**src/rtl/usb_rx_pkg.sv**
```systemverilog
// Shared USB receive definitions: controller state encoding and default bit timing.
package usb_rx_pkg;

  typedef enum logic [2:0] {
    ST_IDLE     = 3'd0,
    ST_SYNC     = 3'd1,
    ST_RECV     = 3'd2,
    ST_ERR      = 3'd3,
    ST_EOP_WAIT = 3'd4
  } rx_state_t;

  localparam int         CLKS_PER_BIT_DEF = 8;
  localparam int         SAMPLE_PHASE_DEF = 3;
  localparam logic [7:0] SYNC_BYTE_DEF    = 8'h80;

endpackage

```
**src/rtl/usb_rx_timing_ctrl_if.sv**
```systemverilog
// Line-side inputs and strobe/status outputs of the USB receive timing controller.
interface usb_rx_timing_ctrl_if;
  import usb_rx_pkg::*;

  // Handshake: there is no valid/ready pair. d_edge, d_orig and eop are sampled
  // on every rising clock edge; shift_enable and byte_received are single-cycle
  // strobes that the consumer must act on in the cycle they are high.
  logic      d_edge;
  logic      d_orig;
  logic      eop;
  logic      shift_enable;
  logic      byte_received;
  logic      rcving;
  logic      r_error;
  rx_state_t dbg_state;

  modport master (
    output d_edge, d_orig, eop,
    input  shift_enable, byte_received, rcving, r_error, dbg_state
  );

  modport slave (
    input  d_edge, d_orig, eop,
    output shift_enable, byte_received, rcving, r_error, dbg_state
  );

endinterface

```
**src/rtl/bit_phase_counter.sv**
```systemverilog
// Position within the current USB bit; restarts on every detected line edge.
module bit_phase_counter #(
  parameter  int CLKS_PER_BIT = 8,
  localparam int PW = (CLKS_PER_BIT > 1) ? $clog2(CLKS_PER_BIT) : 1
) (
  input  logic          clk,
  input  logic          n_rst,
  input  logic          clear,
  output logic [PW-1:0] phase
);

  logic [PW-1:0] phase_q, phase_d;

  always_comb begin
    phase_d = phase_q + PW'(1);
    if (clear || (phase_q == PW'(CLKS_PER_BIT - 1))) begin
      phase_d = '0;
    end
  end

  always_ff @(posedge clk or negedge n_rst) begin
    if (!n_rst) begin
      phase_q <= '0;
    end else begin
      phase_q <= phase_d;
    end
  end

  assign phase = phase_q;

endmodule

```
**src/rtl/usb_rx_timing_ctrl.sv**
```systemverilog
// USB receive timing controller: recovers bit strobes, checks the sync byte,
// frames payload bytes and flags framing errors.
module usb_rx_timing_ctrl
  import usb_rx_pkg::*;
#(
  parameter int         CLKS_PER_BIT = CLKS_PER_BIT_DEF,
  parameter int         SAMPLE_PHASE = SAMPLE_PHASE_DEF,
  parameter logic [7:0] SYNC_BYTE    = SYNC_BYTE_DEF
) (
  input logic                 clk,
  input logic                 n_rst,
  usb_rx_timing_ctrl_if.slave rx
);

  localparam int PW = (CLKS_PER_BIT > 1) ? $clog2(CLKS_PER_BIT) : 1;

  rx_state_t     state_q, state_d;
  logic [2:0]    bit_cnt_q, bit_cnt_d;
  logic [7:0]    sync_q, sync_d;
  logic          byte_rcvd_q, byte_rcvd_d;
  logic          rcving_q, rcving_d;
  logic          r_error_q, r_error_d;
  logic [PW-1:0] phase;
  logic          strobe;
  logic [7:0]    sync_next;

  bit_phase_counter #(.CLKS_PER_BIT(CLKS_PER_BIT)) u_phase (
    .clk   (clk),
    .n_rst (n_rst),
    .clear (rx.d_edge),
    .phase (phase)
  );

  // A line edge in the sample slot re-aligns the bit, so it suppresses the strobe.
  assign strobe    = ((state_q == ST_SYNC) || (state_q == ST_RECV)) &&
                     (phase == PW'(SAMPLE_PHASE)) && !rx.d_edge;
  assign sync_next = {rx.d_orig, sync_q[7:1]};

  always_comb begin
    state_d     = state_q;
    bit_cnt_d   = bit_cnt_q;
    sync_d      = sync_q;
    byte_rcvd_d = 1'b0;
    r_error_d   = r_error_q;
    if (strobe) begin
      bit_cnt_d = bit_cnt_q + 3'd1;
    end
    case (state_q)
      ST_IDLE: begin
        if (rx.d_edge) begin
          state_d   = ST_SYNC;
          bit_cnt_d = '0;
          sync_d    = '0;
          r_error_d = 1'b0;
        end
      end
      ST_SYNC: begin
        if (strobe) begin
          sync_d = sync_next;
          if (rx.eop) begin
            state_d   = ST_EOP_WAIT;
            r_error_d = 1'b1;
          end else if (bit_cnt_q == 3'd7) begin
            if (sync_next == SYNC_BYTE) begin
              state_d = ST_RECV;
            end else begin
              state_d   = ST_ERR;
              r_error_d = 1'b1;
            end
          end
        end
      end
      ST_RECV: begin
        if (strobe) begin
          // An eop is clean only when it lands on a byte boundary.
          if (rx.eop) begin
            state_d = ST_EOP_WAIT;
            if (bit_cnt_q != 3'd0) begin
              r_error_d = 1'b1;
            end
          end else if (bit_cnt_q == 3'd7) begin
            byte_rcvd_d = 1'b1;
          end
        end
      end
      ST_ERR: begin
        r_error_d = 1'b1;
        if (rx.eop) begin
          state_d = ST_EOP_WAIT;
        end
      end
      ST_EOP_WAIT: begin
        if (!rx.eop && !rx.d_edge) begin
          state_d = ST_IDLE;
        end
      end
      default: begin
        state_d = ST_IDLE;
      end
    endcase
    rcving_d = (state_d != ST_IDLE);
  end

  always_ff @(posedge clk or negedge n_rst) begin
    if (!n_rst) begin
      state_q     <= ST_IDLE;
      bit_cnt_q   <= '0;
      sync_q      <= '0;
      byte_rcvd_q <= 1'b0;
      rcving_q    <= 1'b0;
      r_error_q   <= 1'b0;
    end else begin
      state_q     <= state_d;
      bit_cnt_q   <= bit_cnt_d;
      sync_q      <= sync_d;
      byte_rcvd_q <= byte_rcvd_d;
      rcving_q    <= rcving_d;
      r_error_q   <= r_error_d;
    end
  end

  assign rx.shift_enable  = strobe;
  assign rx.byte_received = byte_rcvd_q;
  assign rx.rcving        = rcving_q;
  assign rx.r_error       = r_error_q;
  assign rx.dbg_state     = state_q;

endmodule

```
**src/flat_wrapper.sv**
```systemverilog
// flat-port wrapper written by rule: the top's interface ports become plain ports
module usb_rx_timing_ctrl_flat import usb_rx_pkg::*;
#(
  parameter int         CLKS_PER_BIT = CLKS_PER_BIT_DEF,
  parameter int         SAMPLE_PHASE = SAMPLE_PHASE_DEF,
  parameter logic [7:0] SYNC_BYTE    = SYNC_BYTE_DEF
)
  (clk, n_rst, rx_d_edge, rx_d_orig, rx_eop, rx_shift_enable, rx_byte_received, rx_rcving, rx_r_error, rx_dbg_state);
  usb_rx_timing_ctrl_if rx_i ();
  input logic clk;
  input logic n_rst;
  input wire logic [$bits(rx_i.d_edge)-1:0] rx_d_edge;
  input wire logic [$bits(rx_i.d_orig)-1:0] rx_d_orig;
  input wire logic [$bits(rx_i.eop)-1:0] rx_eop;
  output wire logic [$bits(rx_i.shift_enable)-1:0] rx_shift_enable;
  output wire logic [$bits(rx_i.byte_received)-1:0] rx_byte_received;
  output wire logic [$bits(rx_i.rcving)-1:0] rx_rcving;
  output wire logic [$bits(rx_i.r_error)-1:0] rx_r_error;
  output wire logic [$bits(rx_i.dbg_state)-1:0] rx_dbg_state;
  assign rx_i.d_edge = rx_d_edge;
  assign rx_i.d_orig = rx_d_orig;
  assign rx_i.eop = rx_eop;
  assign rx_shift_enable = rx_i.shift_enable;
  assign rx_byte_received = rx_i.byte_received;
  assign rx_rcving = rx_i.rcving;
  assign rx_r_error = rx_i.r_error;
  assign rx_dbg_state = rx_i.dbg_state;
  usb_rx_timing_ctrl #(.CLKS_PER_BIT(CLKS_PER_BIT), .SAMPLE_PHASE(SAMPLE_PHASE), .SYNC_BYTE(SYNC_BYTE)) u_core (.clk(clk), .n_rst(n_rst), .rx(rx_i));
endmodule
```
**config.mk**
```make
export PLATFORM = sky130hd
export DESIGN_NAME = usb_rx_timing_ctrl_flat
export DESIGN_NICKNAME = d
export VERILOG_FILES = /design/src/rtl/usb_rx_pkg.sv /design/src/rtl/usb_rx_timing_ctrl_if.sv /design/src/rtl/bit_phase_counter.sv /design/src/rtl/usb_rx_timing_ctrl.sv /design/src/flat_wrapper.sv
export SDC_FILE = /design/constraint.sdc
export NUM_CORES = 1
export LEC_CHECK = 0
export BUFFER_PORTS_ARGS = -buffer_cell sky130_fd_sc_hd__buf_2
export CORE_MARGIN = 3
export CORE_UTILIZATION = 50
export DETAILED_ROUTE_END_ITERATION = 8
export GPL_ROUTABILITY_DRIVEN = 0
export PLACE_DENSITY = 0.75
export SLEW_MARGIN = 15
export SYNTH_ARGS = -nofsm -noshare
export SYNTH_HDL_FRONTEND = slang
export SYNTH_SLANG_ARGS = --single-unit
```
**constraint.sdc**
```tcl
create_clock -name clk -period 2.3 [get_ports clk]
set_input_delay 0.46 -clock clk [delete_from_list [all_inputs] [get_ports clk]]
set_output_delay 0.46 -clock clk [all_outputs]
set_load 0.01 [all_outputs]
```
Yosys cells after proc, flatten, opt, wreduce, memory -nomap -nowiden
Index checks and enable logic that the tools add are counted.
{ "totals": {"wordCells": 67, "ff_bits": 20} }
{ "op_classes": {"muxes": 29, "eq_ne": 15, "reduce_logical": 14, "add_sub_neg": 2} }
{ "op_table": {"columns": ["op", "n"], "rows": [
  ["two-way mux 3 bit", 11],
  ["two-way mux 8 bit", 2],
  ["case mux 8 bit (2 select lines)", 1],
  ["case mux 3 bit (5 select lines)", 1],
  ["two-way mux 1 bit", 13],
  ["!= test 2 bit, second input constant", 5],
  ["== test 3 x 2 -> 1 bit, second input constant", 3],
  ["== test 3 bit, second input constant", 3],
  ["== test 8 bit, second input constant", 1],
  ["AND reduction 8 bit", 1],
  ["adder 3 x 1 -> 3 bit, second input constant", 2],
  ["!= test 3 bit, second input constant", 2],
  ["nonzero test 3 bit", 2],
  ["case mux 1 bit (4 select lines)", 1],
  ["nonzero test 4 bit", 1],
  ["== test 3 x 1 -> 1 bit, second input constant", 1],
  ["logical AND 1 bit", 3],
  ["logical NOT 3 bit", 1],
  ["AND reduction 3 bit", 1],
  ["logical NOT 1 bit", 2],
  ["logical OR 1 bit", 2],
  ["nonzero test 2 bit", 1]
]} }

Longest topological paths before layout
{ "logic_depth": {"ltp_word": 7, "mapped_depth": 7, "ltp_nobuf": 6} }

Hierarchy
From an unflattened synthesis, not the netlist that was laid out.
{ "unflattened": {"hier_cells": 85, "area_unflattened_um2": 983.4} }
{ "modules_own_cells": {"columns": ["mod", "area_per_inst_um2", "seq_area_each_um2", "cells_each", "n_inst"], "rows": [
  ["usb_rx_timing_ctrl", 863.3, 400.4, 77, 1],
  ["bit_phase_counter", 120.1, 75.1, 8, 1]
]} }

Least setup slack after synthesis
Ideal clock, no wire load.
{ "synth_timing": {"path_kind": "register to output", "start": "reg u_core.u_phase.phase_q[0] (netlist: u_core.u_phase.phase[0])", "end": "out rx_shift_enable", "setup_slack_ps": 643, "stages_incl_launch_ff": 6, "arrival_ps": 1197, "path_cell_list": "dfrtp_1 > ha_1 > ha_1 > nor2b_4 > nand3b_1 > inv_1"} }
{ "synth_between": {"elab_chain_len": 3} }
{ "synth_lines": {"columns": ["element", "line_no", "rtl"], "rows": [
  ["start: declaration", "bit_phase_counter.sv:12", "logic [PW-1:0] phase_q, phase_d;"],
  ["start signal: assignment", "bit_phase_counter.sv:25", "phase_q <= phase_d;"],
  ["== test 3 x 2 -> 1 bit", "usb_rx_timing_ctrl.sv:36", "(phase == PW'(SAMPLE_PHASE)) && !rx.d_edge;"],
  ["logical AND 1 bit", "usb_rx_timing_ctrl.sv:35", "assign strobe = ((state_q == ST_SYNC) || (state_q == ST_RECV)) &&"],
  ["logical AND 1 bit", "usb_rx_timing_ctrl.sv:36", null],
  ["end: declaration", "flat_wrapper.sv:15", "output wire logic [$bits(rx_i.shift_enable)-1:0] rx_shift_enable;"]
]} }
Every way passes these cells.

Worst setup path after layout
Ends and elaborated chain as after synthesis.

==> run metrics <==
Worst path most repeated cell ha_1; post-synthesis cell type count 34; die area about 0.0026 mm2; Clock Latency Late Sink just under 0.3 ns; Clk pwr share 18.6%; Rows 15; internal power slightly below 600 uW; CTS tree built; Req. time, crit path between 1.5 and 2 ns; Slew HR between 60% and 70%; area of the multi-input gates between 500 and 600 um2; Mapped Area 0.001033 mm2; Hold Path Class in -> async; critical path's largest stage delay 0.40 ns; clk sinks 19; Post-synth EDFFs 0; Synth area leaders dfrtp_1 (46%), ha_1 (8.5%), nand2_1 (6.2%); post-synthesis simple-gate area fraction 24.46%; htree depth 1; commonest non-fill, non-tap cells in the layout dfrtp_1 (19), nand2_1 (17), buf_2 (11); delay-heaviest family, CP adder cells; Starting Density a little under three fifths; Mapped Avg Cell Area 9.659 um2; WP data arrival 1.64 ns; via count between 700 and 800; Max-cap violations 0; P_leak 0.5575 nW; Layout Nets between 100 and 150; peak supply drop roughly 0.00059 V; critical path launch point type flop; Top FF cell, synth dfrtp_1; register area ~480 um2; Async SR Flop Fraction 100.0%; busiest grt layer met2; RSZ-0062 raised after global routing no; clock skew between 0.0007 and 0.0008 ns; Final Hold Viols 0; CTS Root Cell clkbuf_4; post-synthesis mux area share 2.906%; vias in the first global route approximately 720; first-pass GRT wire length 3.339 mm; Residual DRC 0; final setup vio count 0; largest family of logic cells by synthesized area simple AND/OR/NAND/NOR gates; Die Ht between 50 and 60 um; Reg power frac between 50 and 60%; adder-cell share of the synthesized area 8.475%; XOR/XNOR share of the synthesized area 1.695%; reg2reg setup slack ~0.50 ns; dpl ws roughly 0.45 ns; grt ovf 0; core box area 0.001839 mm2; Max clock buf depth 2; Tmin final approximately 2.1 ns; port bufs 11; Total GRT Usage approximately 17%; Psw approximately 300 uW; Die W between 50 and 60 um; initial antenna violation count 0; largest net degree at the start of global routing 20; CP max FO 7; hold slack 0.08691 ns; Area Overhead vs Synth 10.05%; fin util roughly three fifths; Tcrit/Tclk final 91.26%; Iteration-0 DRC Markers 33; Detail Route Antenna Nets 0; clock slew at reported path FFs ~0.10 ns; Pre-antenna DRT Iters 4; Synth area leader dfrtp_1; Vias per Instance approximately 5.4; Pins Over Slew Limit 0; slowest library cell on the worst path dfrtp_1; Gate power share between 20 and 30%; Pwr per Cell Area 780.5 mW/mm2; share of cells above drive strength 1 around 18%; overall routed net length 1.853 mm; Avg WL per Cell about 13 um; type of the worst setup path reg -> out; fmax 476.4 MHz; Net Count, Synth about 120; outcome finished clean; Seq/Total Area, Yosys a little under half; Layout fillers 160; dpl hpwl approximately 1.3 mm; antenna cells 0; crit-path cells ha_1 -> ha_1 -> nor2b_4 -> nand3b_1 -> inv_1 -> buf_2; Net Sw Frac 33.41%; grt met1 use about 22%; met2 Track Usage GR between 20% and 30%; setup ws final ~0.20 ns; Slew @ Worst Pin between 0.5 and 0.6 ns; top cell type's share of synthesized area between 40% and 50%; Buf+Inv Stages, Crit Path 2; commonest non-fill, non-tap cell in the layout dfrtp_1; Synth Area in Compound Gates 11.62%; final setup TNS 0 ns; M3 GR Usage 2.624%; Synth Instances roughly 110; cts bufs inserted 3; # IOs 12; crit end category primary output; synth warn 0; register bit count reported by yosys 19
cells in the mapped netlist, types with 2 or more instances:
cell / instances
a21oi_1: 4
mux2i_1: 3
nor3b_1: 2
o21ai_1: 7
dfrtp_1: 19
and3_1: 2
inv_1: 5
nor2_1: 7
nor2b_1: 2
nor3_1: 3
ha_1: 7
o21ai_0: 2
nand2b_1: 3
nand2_1: 17
nand3b_1: 2
buf_2: 4
flip-flops by register name (all words and copies together) (netlist names):
signal	cells
u_core.rx.byte_received	1
u_core.rx.r_error	1
u_core.bit_cnt_q	3
u_core.rx.rcving	1
u_core.u_phase.phase	3
u_core.rx.dbg_state	3
u_core.sync_q	7
cell families (layout without fill, tap and decap cells):
family	after synthesis	count (layout)
mux	3	3
flops	19	19
fa+ha+maj	7	7
compound gates	20	20
xor+xnor	2	2
simple gates	45	45
buf+inv	11	23
metal layers:
metal	share of wire (%)	wire [um]
met5	0	0
met4	0.32	6
met3	5.2	97
met2	49	915
met1	45	834
worst paths after layout:
kind | end | cells after the start | from
max | rx_shift_enable | 6 | u_core.u_phase.phase[0]
min | u_core.rx.rcving | 1 | n_rst
max reg2reg | u_core.rx.rcving | 6 | u_core.u_phase.phase[0]
min reg2reg | u_core.u_phase.phase[0] | 1 | u_core.u_phase.phase[0]
max in group asynchronous | u_core.sync_q[2] | 1 | n_rst
min in group clk | u_core.sync_q[7] | 3 | rx_d_orig
worst register-to-register path: cells and delay by family (launching register included):
family	cells	cell delay (ns)
simple gates	2	0.47
fa+ha+maj	2	0.46
flops	1	0.40
compound gates	2	0.36
per-stage QoR:
| stage | total power, mW | std cells | cell area [um2] |
|---|---|---|---|
| 2_1_floorplan | 0.6644 | 107 | 1033 |
| 3_3_place_gp | 0.7098 | 137 | 1089 |
| 3_5_place_dp | 0.7299 | 137 | 1089 |
| 4_1_cts | 0.8968 | 141 | 1115 |
| 5_1_grt | 0.9657 | 144 | 1137 |
| 6_report | 0.8877 | 144 | 1137 |
final cells by class:
class                   instances  share of cell area [%]
multi-input cells              77                   44.66
flip-flops and latches         19                   41.80
repair buffers                 14                   6.821
well taps                      25                   2.750
clock buffers                   4                   2.310
inverters                       5                   1.650
power groups by stage:
stage                     registers, mW  clock network [mW]  logic [mW]
after floorplan                   0.484                   0       0.181
after global placement            0.496                   0       0.214
after detailed placement          0.502                   0       0.228
after CTS                         0.495               0.173       0.230
after global routing              0.509               0.185       0.272
final                             0.496               0.165       0.227
repair_timing:
action,in CTS,in global routing
setup buffers,0,3
hold buffers,0,0
resized for setup,0,0
setup endpoints to repair,0,1
No activity file was read; power rests on OpenSTA's default activity.
